==> src/rtl/cpu_pkg.sv <==
// Shared core constants: ROB id / result widths and CDB requester indices.
package cpu_pkg;
  localparam int ROB_ID_W = 5;
  localparam int DATA_W   = 32;
  localparam int REQ_ALU  = 0;
  localparam int REQ_BR   = 1;
  localparam int REQ_LSB  = 2;
endpackage

==> src/rtl/cdb_req_queue.sv <==
// Small per-requester result FIFO with synchronous flush; pointers wrap naturally.
module cdb_req_queue #(
  parameter int DEPTH = 2,
  parameter int WIDTH = 37
) (
  input  logic             clk,
  input  logic             rst_n,
  input  logic             push,
  input  logic             pop,
  input  logic             flush,
  input  logic [WIDTH-1:0] push_data,
  output logic             full,
  output logic             empty,
  output logic [WIDTH-1:0] head_data
);
  localparam int PTR_W = $clog2(DEPTH);
  localparam int CNT_W = PTR_W + 1;

  logic [WIDTH-1:0] mem [DEPTH];
  logic [PTR_W-1:0] wr_ptr, rd_ptr;
  logic [CNT_W-1:0] count;
  logic             push_ok, pop_ok;

  assign full      = (count == CNT_W'(DEPTH));
  assign empty     = (count == '0);
  assign push_ok   = push && !full;
  assign pop_ok    = pop && !empty;
  assign head_data = mem[rd_ptr];

  always_ff @(posedge clk or negedge rst_n) begin
    if (!rst_n) begin
      wr_ptr <= '0;
      rd_ptr <= '0;
      count  <= '0;
    end else if (flush) begin
      wr_ptr <= '0;
      rd_ptr <= '0;
      count  <= '0;
    end else begin
      if (push_ok) wr_ptr <= wr_ptr + PTR_W'(1);
      if (pop_ok)  rd_ptr <= rd_ptr + PTR_W'(1);
      case ({push_ok, pop_ok})
        2'b10:   count <= count + CNT_W'(1);
        2'b01:   count <= count - CNT_W'(1);
        default: count <= count;
      endcase
    end
  end

  // Payload storage needs no reset; validity is tracked by count.
  always_ff @(posedge clk) begin
    if (push_ok && !flush) mem[wr_ptr] <= push_data;
  end
endmodule

==> src/rtl/cdb_arbiter.sv <==
// Round-robin arbiter draining per-unit result queues onto the registered CDB.
module cdb_arbiter #(
  parameter int N_REQ    = 3,
  parameter int ROB_ID_W = cpu_pkg::ROB_ID_W,
  parameter int DATA_W   = cpu_pkg::DATA_W,
  parameter int Q_DEPTH  = 2
) (
  input  logic                        clk_in,
  input  logic                        rst_in,
  input  logic                        rdy_in,
  input  logic                        clear_in,
  input  logic [N_REQ-1:0]            req_valid,
  input  logic [N_REQ*ROB_ID_W-1:0]   req_rob_id,
  input  logic [N_REQ*DATA_W-1:0]     req_value,
  output logic [N_REQ-1:0]            req_ready,
  output logic                        cdb_valid,
  output logic [ROB_ID_W-1:0]         cdb_rob_id,
  output logic [DATA_W-1:0]           cdb_value,
  output logic [$clog2(N_REQ)-1:0]    cdb_src
);
  import cpu_pkg::*;

  localparam int SRC_W = $clog2(N_REQ);
  localparam int ENT_W = ROB_ID_W + DATA_W;

  logic [N_REQ-1:0] full, empty, push, pop;
  logic [ENT_W-1:0] head [N_REQ];
  logic             advance, flush, grant_any;
  logic [SRC_W-1:0] grant_idx, last_grant;
  int               cand;

  assign advance   = rdy_in && !clear_in;
  assign flush     = rdy_in && clear_in;
  // A full queue refuses input even while it is being drained this cycle.
  assign req_ready = ~full & {N_REQ{advance}};
  assign push      = req_valid & req_ready;

  for (genvar gi = 0; gi < N_REQ; gi++) begin : g_q
    cdb_req_queue #(.DEPTH(Q_DEPTH), .WIDTH(ENT_W)) u_q (
      .clk       (clk_in),
      .rst_n     (rst_in),
      .push      (push[gi]),
      .pop       (pop[gi]),
      .flush     (flush),
      .push_data ({req_rob_id[gi*ROB_ID_W +: ROB_ID_W], req_value[gi*DATA_W +: DATA_W]}),
      .full      (full[gi]),
      .empty     (empty[gi]),
      .head_data (head[gi])
    );
  end

  // First non-empty queue at or after last_grant+1, wrapping.
  always_comb begin
    grant_any = 1'b0;
    grant_idx = '0;
    cand      = 0;
    for (int k = 0; k < N_REQ; k++) begin
      cand = (int'(last_grant) + 1 + k) % N_REQ;
      if (!grant_any && !empty[cand]) begin
        grant_any = 1'b1;
        grant_idx = SRC_W'(cand);
      end
    end
  end

  always_comb begin
    pop = '0;
    if (advance && grant_any) pop[grant_idx] = 1'b1;
  end

  always_ff @(posedge clk_in or negedge rst_in) begin
    if (!rst_in) begin
      cdb_valid  <= 1'b0;
      cdb_rob_id <= '0;
      cdb_value  <= '0;
      cdb_src    <= '0;
      last_grant <= SRC_W'(N_REQ - 1);
    end else if (rdy_in) begin
      if (clear_in) begin
        cdb_valid <= 1'b0;
      end else if (grant_any) begin
        cdb_valid               <= 1'b1;
        {cdb_rob_id, cdb_value} <= head[grant_idx];
        cdb_src                 <= grant_idx;
        last_grant              <= grant_idx;
      end else begin
        cdb_valid <= 1'b0;
      end
    end
  end
endmodule

==> config.mk <==
export PLATFORM = sky130hd
export DESIGN_NAME = cdb_arbiter
export DESIGN_NICKNAME = d
export VERILOG_FILES = /design/src/rtl/cpu_pkg.sv /design/src/rtl/cdb_req_queue.sv /design/src/rtl/cdb_arbiter.sv
export SDC_FILE = /design/constraint.sdc
export NUM_CORES = 1
export LEC_CHECK = 0
export ABC_AREA = 1
export BUFFER_PORTS_ARGS = -buffer_cell sky130_fd_sc_hd__buf_2
export CORE_MARGIN = 4
export CORE_UTILIZATION = 61
export DETAILED_ROUTE_END_ITERATION = 10
export PLACE_DENSITY = 0.9
export SLEW_MARGIN = 20
export SYNTH_ARGS = -nofsm -noshare
export SYNTH_HDL_FRONTEND = slang
export SYNTH_SLANG_ARGS = --single-unit
==> constraint.sdc <==
create_clock -name clk_in -period 5.6 [get_ports clk_in]
set_input_delay 1.68 -clock clk_in [delete_from_list [all_inputs] [get_ports clk_in]]
set_output_delay 1.68 -clock clk_in [all_outputs]
set_load 0.02 [all_outputs]
==> out/qor.yml <==
critical_path:
  required_ps: 3920
  crit_path_top_delay_cell: "buf_2"
  start_kind: "input pin"
  arrival_ps: 2400
  cp_top_family: "buffers and inverters"
  path_class: "in -> out"
  max_stage_delay_ps: 190
  cp_cell_sequence: "buf_2 > inv_1 > nor2_1 > inv_1 > a21oi_1 > buf_2"
  r2r_cells: 12
  endpoint_kind: "output port"
  path_buf_inv: 4
  path_depth: 6
  path_max_fanout: 3
grt:
  grt_pass1_vias: 8102
  grt_pass1_wl_um: 42500
  grt_max_degree: 54
  grt_overflow: 0
  antenna_found_initial: 0
  track_usage_pct: 27.0
routing:
  drt_iter0_markers: 947
  wl_um: 28800
  vias: 8262
  first_pass_iters: 8
  via_per_inst: 6.07
  ant_nets: 0
  drcViolationCount: 0
  wl_per_cell_um: 21.1
timing:
  timing.hold.ws_ps: 481
  max_clock_freq_mhz: 245
  skew_ps: 13.7
  finalCritPeriodShare_pct: 72.8
  maxSlewViolCount: 0
  worst_pin_slew_ps: 990
  finalHoldViolations: 0
  setup_tns_ps: 0
  setup_viol: 0
  post-route-min-period_ps: 4080
  slew_headroom_pct: 33.8
  rsz0062_at_grt: "false"
  fin_ws_ps: 1520
place:
  dp_cells: 1302
  place.gp.congestion: 0.968
  place_ws_ps: 1520
  io_buffers: 160
  dp_hpwl_um: 17500
yosys:
  syn_area_um2: 11200
  ys_types: 29
  synth_fa_ha_area_share_pct: 0.334
  synthSimpleGateAreaFrac_pct: 18.0
  syn_nets: 1080
  synth-compound-area-share_pct: 7.03
  muxShareOfSynthArea_pct: 0
  synth_top_family_by_area: "simple AND/OR/NAND/NOR gates"
  synth_top_area_cell: "edfxtp_1"
  synth_seq_area_share_pct: 71.1
  synth_xor_area_share_pct: 0.156
  avgSynthCellArea_um2: 11.7
  synth_area_leaders: "edfxtp_1 59%, dfrtp_1 12%, nand2_1 7.4%, nor2_1 4.4%, a21oi_2 3.1%"
  yosys_warnings: 0
  ys_ff_latch: 275
  netlist.area_leader.share_pct: 59.3
  syn-instance-count: 959
finish:
  drive_gt1_share_pct: 24.8
  fin_cells: 1362
  final_nets: 1228
  nFillCells: 1135
  area_delta_synth_final_pct: 17.1
die:
  row_count: 49
  design.core.area_um2: 18000
  io_pins: 161
  die_h_um: 144
  fp.dieW_um: 144
  initial_core_util_pct: 62.4
  dieArea_um2: 20700
clock_network:
  htree_levels: 1
  hold_buffers: 0
  cts-root-buf: "clkbuf_16"
  cts_tree: "built"
  cts_setup_buffers: 0
  cts.clk_slew.worst_paths_ps: 60
  numCtsBuffers: 26
  cts_sinks: 275
  cts_resized: 0
  worst_skew_pair.late_latency_ps: 520
  clockBufferDepth: 3
power_and_ir_drop:
  p_per_area_nw_per_um2: 599
  ir_worst_vdd_uv: 740
  power_leakage_nw: 5.21
  power_mw: 7.89
status:
  status: "finished, final reports clean"
run:
  cap_violations: 0
worst_hold_path:
  hold_depth: 2
  hp-class: "reg -> reg"
-- layer usage --
| layer | part of all wire, % | track usage (%) | vias to the layer above |
|---|---|---|---|
| met5 | 0 | 0 | - |
| met4 | 3.9 | 10.4 | 0 |
| met3 | 9.8 | 3.89 | 81 |
| met2 | 50 | 46.4 | 567 |
| met1 | 36 | 35.1 | 3956 |
| li1 | - | - | 3658 |
-- flip-flops by register name, indices dropped and copies added, names as in the netlist --
name	flops
g_q.u_q.mem	222
cdb_rob_id	5
cdb_value	32
g_q.u_q.rd_ptr	3
last_grant	1
cdb_valid	1
cdb_src	2
g_q.u_q.wr_ptr	3
g_q.u_q.count	6
-- worst reg2reg max path, delay by kind of cell (launching register included) --
| family | cells | cell delay (ps) |
|---|---|---|
| flops | 1 | 550 |
| simple gates | 7 | 2240 |
| buf+inv | 2 | 180 |
| compound gates | 2 | 440 |
| fa+ha+maj | 1 | 270 |
-- final timing paths --
kind,start,endpoint,slack [ps]
max reg2reg,last_grant[1]$_DFFE_PN1N_,cdb_value[2]$_DFFE_PN0N_,1810
max,rdy_in,req_ready[0],1520
min reg2reg,cdb_valid$_DFFE_PN0P_,cdb_valid$_DFFE_PN0P_,480
min in group asynchronous,rst_in,cdb_value[22]$_DFFE_PN0N_,1300
min,cdb_valid$_DFFE_PN0P_,cdb_valid$_DFFE_PN0P_,480
max in group asynchronous,rst_in,g_q[1].u_q.rd_ptr$_DFFE_PN0P_,3770
-- cells in the final DEF, fill, tap and decap left out, drive strengths merged, types with 2 or more instances in the layout --
cell type	Yosys	layout
buf	27	173
clkbuf	26	42
diode	0	6
clkinv	0	5
edfxtp	222	222
dfrtp	52	52
ha	3	3
inv	28	27
nor2	135	135
nand4	49	49
a21oi	81	81
nand2	227	227
bufinv	0	2
nand3	57	57
o21ai	47	47
-- synthesized netlist by cell type --
library cell / n
nand3b_1: 1
buf_4: 3
nor2_1: 132
dfstp_2: 1
xnor2_1: 1
inv_2: 7
nand4_1: 49
nand3_1: 53
ha_1: 3
o21ai_0: 39
nor2_2: 2
dfrtp_1: 52
a21oi_1: 41
o21ai_1: 8
nand2_2: 5
edfxtp_1: 222
buf_1: 2
buf_8: 2
inv_1: 21
buf_2: 17
xor2_1: 1
nor3_2: 1
nand3_2: 4
a21oi_2: 40
nand2_1: 221
nand2_4: 1
nor2_4: 1
clkbuf_1: 26
buf_6: 3
-- layout make-up --
class | instances | area [µm²] | area share, %
clock buffer | 42 | 772 | 5.87
sequential | 275 | 8000 | 60.8
inverter | 28 | 105 | 0.799
multi-input combinational | 603 | 2910 | 22.1
timing repair buffer | 173 | 996 | 7.57
antenna | 6 | 15.0 | 0.114
clock inverter | 6 | 78.8 | 0.599
tap | 229 | 287 | 2.18
-- kinds of logic (layout without fill, tap and decap cells) --
group | after synthesis | count (layout)
XOR/XNOR | 2 | 2
adder cells (fa/ha/maj) | 3 | 3
AND/OR/NAND/NOR | 470 | 470
flip-flops | 275 | 275
other | 0 | 6
AO/OA/AOI/OAI | 128 | 128
buffers and inverters | 81 | 249
-- power breakdown --
part           internal [mW]  total, mW  switching, mW
combinational          0.927       3.45           2.53
sequential              2.49       2.70          0.210
clock                   1.03       1.74          0.705
-- through the flow --
step                util (%)  area, µm²
floorplan                  -      11200
global placement        67.4      12200
detailed placement      67.4      12200
CTS                     72.1      13000
global route            72.9      13100
finish                  73.0      13200
(Power assumes the default switching activity.)
